**config.mk**
```make
export PLATFORM = sky130hd
export DESIGN_NAME = cmp_word_seq
export DESIGN_NICKNAME = d
export VERILOG_FILES = /design/src/rtl/cmp_word_seq_pkg.sv /design/src/rtl/cmp_word_seq_compa8bit.sv /design/src/rtl/cmp_word_seq.sv
export SDC_FILE = /design/constraint.sdc
export NUM_CORES = 1
export LEC_CHECK = 0
export ABC_CLOCK_PERIOD_IN_PS = 2150
export BUFFER_PORTS_ARGS = -buffer_cell sky130_fd_sc_hd__buf_2
export CELL_PAD_IN_SITES_DETAIL_PLACEMENT = 1
export CELL_PAD_IN_SITES_GLOBAL_PLACEMENT = 2
export CORE_MARGIN = 2
export CORE_UTILIZATION = 25
export CTS_BUF_LIST = sky130_fd_sc_hd__clkbuf_4 sky130_fd_sc_hd__clkbuf_8
export CTS_CLUSTER_DIAMETER = 50
export DETAILED_ROUTE_END_ITERATION = 7
export PLACE_DENSITY_LB_ADDON = 0.05
export SYNTH_ARGS = -nofsm -noshare
export SYNTH_HDL_FRONTEND = slang
export SYNTH_SLANG_ARGS = --single-unit
```
**constraint.sdc**
```tcl
create_clock -name clk -period 2.15 [get_ports clk]
set_clock_uncertainty 0.2 [all_clocks]
set_input_delay 0.645 -clock clk [delete_from_list [all_inputs] [get_ports clk]]
set_output_delay 0.645 -clock clk [all_outputs]
set_load 0.05 [all_outputs]
```
**src/rtl/cmp_word_seq_pkg.sv**
```systemverilog
// ============================================================================
// Module   : cmp_word_seq_pkg
// Brief    : Shared state encodings and cascade constants for cmp_word_seq.
// Revision : 1.0 - initial release
// ============================================================================
`default_nettype none

package cmp_word_seq_pkg;

  localparam logic [1:0] ST_IDLE = 2'd0;
  localparam logic [1:0] ST_RUN  = 2'd1;
  localparam logic [1:0] ST_FIN  = 2'd2;

  // Cascade ordering is {eq, gt, lt}; an empty prefix compares as equal.
  localparam logic [2:0] CASCADE_INIT = 3'b100;

endpackage

`default_nettype wire

```
**src/rtl/cmp_word_seq_compa8bit.sv**
```systemverilog
// ============================================================================
// Module   : compa8bit
// Brief    : 8-bit cascadable magnitude comparator, purely combinational.
// Revision : 1.0 - initial release
// ============================================================================
`default_nettype none

module compa8bit (
  input  logic [7:0] a,
  input  logic [7:0] b,
  output logic       aeqb,
  output logic       agtb,
  output logic       altb,
  input  logic       aeqbin,
  input  logic       agtbin,
  input  logic       altbin
);

  // This byte outranks the cascade; only an equal byte lets the cascade through.
  always_comb begin
    aeqb = 1'b0;
    agtb = 1'b0;
    altb = 1'b0;
    if (a > b) begin
      agtb = 1'b1;
    end else if (a < b) begin
      altb = 1'b1;
    end else begin
      aeqb = aeqbin;
      agtb = agtbin;
      altb = altbin;
    end
  end

endmodule

`default_nettype wire

```
**src/rtl/cmp_word_seq.sv**
```systemverilog
// ============================================================================
// Module   : cmp_word_seq
// Brief    : Byte-serial (LSB first) magnitude comparator sequencer.
// Revision : 1.0 - initial release
// ============================================================================
`default_nettype none

module cmp_word_seq
  import cmp_word_seq_pkg::*;
#(
  parameter int NBYTES = 4
) (
  input  logic       clk,
  input  logic       rst,
  input  logic       start,
  input  logic [7:0] a_byte,
  input  logic [7:0] b_byte,
  input  logic       byte_valid,
  output logic       byte_ready,
  output logic       busy,
  output logic       done,
  output logic       aeqb,
  output logic       agtb,
  output logic       altb
);

  localparam int             CW   = $clog2(NBYTES) + 1;
  localparam logic [CW-1:0]  LAST = CW'(NBYTES - 1);

  logic [1:0]    state_q, state_d;
  logic [CW-1:0] cnt_q, cnt_d;
  logic [2:0]    casc_q, casc_d;
  logic [2:0]    res_q, res_d;
  logic          cmp_eq, cmp_gt, cmp_lt;
  logic          xfer;

  compa8bit u_compa8bit (
    .a      (a_byte),
    .b      (b_byte),
    .aeqb   (cmp_eq),
    .agtb   (cmp_gt),
    .altb   (cmp_lt),
    .aeqbin (casc_q[2]),
    .agtbin (casc_q[1]),
    .altbin (casc_q[0])
  );

  assign xfer = byte_valid && (state_q == ST_RUN);

  always_comb begin
    state_d = state_q;
    cnt_d   = cnt_q;
    casc_d  = casc_q;
    res_d   = res_q;
    case (state_q)
      ST_IDLE: begin
        if (start) begin
          casc_d  = CASCADE_INIT;
          cnt_d   = '0;
          state_d = ST_RUN;
        end
      end
      ST_RUN: begin
        if (xfer) begin
          casc_d = {cmp_eq, cmp_gt, cmp_lt};
          cnt_d  = cnt_q + CW'(1);
          // Result is captured with the final byte so it is visible alongside done.
          if (cnt_q == LAST) begin
            res_d   = {cmp_eq, cmp_gt, cmp_lt};
            state_d = ST_FIN;
          end
        end
      end
      ST_FIN: begin
        if (start) begin
          casc_d  = CASCADE_INIT;
          cnt_d   = '0;
          state_d = ST_RUN;
        end else begin
          state_d = ST_IDLE;
        end
      end
      default: state_d = ST_IDLE;
    endcase
  end

  always_ff @(posedge clk) begin
    if (rst) begin
      state_q <= ST_IDLE;
      cnt_q   <= '0;
      casc_q  <= CASCADE_INIT;
      res_q   <= 3'b000;
    end else begin
      state_q <= state_d;
      cnt_q   <= cnt_d;
      casc_q  <= casc_d;
      res_q   <= res_d;
    end
  end

  assign byte_ready = (state_q == ST_RUN);
  assign busy       = (state_q == ST_RUN);
  assign done       = (state_q == ST_FIN);
  assign aeqb       = res_q[2];
  assign agtb       = res_q[1];
  assign altb       = res_q[0];

endmodule

`default_nettype wire
```
==> run metrics <==
Root Driver=clkbuf_4; via count=705; final antenna-violating net count=0; Setup crit start kind=flop; total CTS buffers=3; Synth Warn #=0; final slew viol count=0; async set-reset flop share out of synthesis=0%; Nets=149; share of post-route cells with drive strength above 1=33.1%; All-Layer GR Usage=12.5%; Lkg Pwr=0.000478 uW; peak supply drop=0.236 mV; row cnt=19; Die X=56.7 um; Critical Path Sink Type=primary output; R2R Setup Slk=0.51 ns; commonest non-fill, non-tap cell in the layout=buf_2; Seq cells post-synth=11; HPWL after detailed placement=1440 um; critical path type=reg2out; Reg-to-Reg Start=state_q[0]$_SDFFE_PP0P_; first-pass GRT wire length=3140 um; hold path endpoint=cnt_q[1]$_SDFFE_PP0P_; slowest stage delay, CP=0.37 ns; placer congestion estimate=0.691; per-cell routed wire length=11.7 um; post-synth top area cell=dfxtp_1; Post-Syn Area=693 um^2; Die Ht=56.7 um; final critical-path setup slack=0.133 ns; fmax=496 MHz; DR pass1 iterations=4; Reg2Reg Depth=5; most frequent cells in the layout=buf_2, dfxtp_1, inv_1, nor2_1, ha_1; HP Class=reg2reg; Initial Utilization=25.8%; vias per inst=4.73; RSZ-0062 raised after global routing=no; final hold slack=0.274 ns; Clock Pin Slew Worst Setup and Hold Paths=0.08 ns; synth unique cells=26; vias in the first global route=743; initial DRC count=6; diodes inserted=0; Post-synth EDFFs=0; Max Cap Viol=0; # setup viols final=0; crit-path max FO=6; PostCTS Resize Cnt=0; die area=3210 um^2; Placement Cell Area=898 um^2; syn_area_per_cell=8.25 um^2; total congestion overflow=0; chain of cells forming the critical path=and2b_1, buf_2; clk sinks=11; top-level port count=26; Slew HR=77.6%; Fill cells=351; multi-input logic area=424 um^2; Final Hold Fails=0; sequential area share after synthesis=31.8%; leading cell types by total area after synthesis=dfxtp_1, ha_1, inv_1; Cells after Synth=84; Hold Path Cell Cnt=2; post-route cell area=928 um^2; R2R Path End=casc_q[0]$_SDFFE_PP0P_; placed cells=145; Final min period=2.02 ns; total core area=2690 um^2; status=completed; later-pin clock latency in the skew report=0.27 ns; initial antenna violation count=0; Worst path slowest cell=dfxtp_1; Slew @ Worst Pin=0.333 ns; dpl ws=-0.189 ns; DRC Markers=0; pwr dens=530 nW/um^2; largest net degree at the start of global routing=11; required time worst endpoint=1.30 ns; final non-filler cell total=149; syn_nets=114; CTS tree=built; fin crit share=93.8%; H-tree levels=1; clk buf depth=2; total wire length=1750 um; critical path arrival=1.17 ns; sequential cell area=220 um^2; PortBufs=25; hold path startpoint=cnt_q[1]$_SDFFE_PP0P_; top cell type's share of synthesized area=31.8%; most common flop cell mapped by yosys=dfxtp_1; area grow syn2layout=33.9%
-- per-stage QoR --
stage	total power [uW]	setup TNS (ns)	util (%)
6_report	492	0	34.6
2_1_floorplan	285	0	-
3_3_place_gp	334	-0.601	33.4
5_1_grt	526	0	34.6
4_1_cts	503	0	34.6
3_5_place_dp	336	-0.675	33.4
-- power breakdown --
group | total, uW | internal (uW) | switching, uW
registers | 213 | 209 | 3.77
logic | 116 | 53.1 | 63.3
clock network | 163 | 84.6 | 78.3
total | 492 | 347 | 145
-- critical path: cells and delay by family (launching register included) --
| family | cells | cell delay (ns) |
|---|---|---|
| buffers and inverters | 1 | 0.30 |
| flip-flops | 1 | 0.37 |
| AND/OR/NAND/NOR | 1 | 0.23 |
-- cells by family (layout without fill, tap and decap cells) --
| group | count (synthesis) | after routing | share of synthesized area, % |
|---|---|---|---|
| AOI/OAI and AO/OA | 18 | 18 | 20.8 |
| adders and majority gates | 10 | 10 | 18.1 |
| buffers and inverters | 12 | 46 | 7.04 |
| DFF | 11 | 11 | 31.8 |
| and+or+nand+nor | 33 | 33 | 22.4 |
-- cells in the mapped netlist, drive strengths merged, types with 2 or more instances --
cell type	instances
a211oi	5
a21o	2
a21oi	4
dfxtp	11
ha	10
inv	10
nand2	8
nand3	5
nor2	10
nor2b	3
o21ai	2
-- flip-flops by register name, summed over array words and instances, names as in the netlist --
| name | flops |
|---|---|
| casc_q | 3 |
| cnt_q | 3 |
| res_q | 3 |
| state_q | 2 |
-- worst max path at each step --
stage | endpoint | slack, ns | startpoint | cells past startpoint
after global placement | res_q[1]$_SDFFE_PP0P_ | -0.17 | b_byte[3] | 9
after detailed placement | res_q[1]$_SDFFE_PP0P_ | -0.19 | b_byte[3] | 9
final | busy | 0.13 | state_q[0]$_SDFFE_PP0P_ | 2
after CTS | busy | 0.1 | state_q[0]$_SDFFE_PP0P_ | 2
after global routing | res_q[1]$_SDFFE_PP0P_ | 0.003 | b_byte[3] | 9
after floorplan | res_q[0]$_SDFFE_PP0P_ | 0.04 | b_byte[1] | 7
-- final cells by class --
type	count	share of cell area (%)
Timing Repair Buffer	32	19.1
Sequential cell	11	23.7
Inverter	10	4.04
Tap cell	31	4.18
Multi-Input combinational cell	61	45.7
Clock buffer	4	3.23
-- repair_timing --
action	in CTS	in global routing
setup endpoints to repair	0	1
setup buffers	0	0
hold buffers	0	0
-- per-layer routing --
metal  wire (um)  part of all wire, %  global-route usage, %  up-vias
met5           0                    0                      0        -
met1         731                   42                   14.0      323
met3          99                  5.7                   2.53        4
met4          38                  2.2                   7.14        0
li1            -                    -                      -      362
met2         877                   50                   21.6       16
Power figures use the tool's default switching activity.
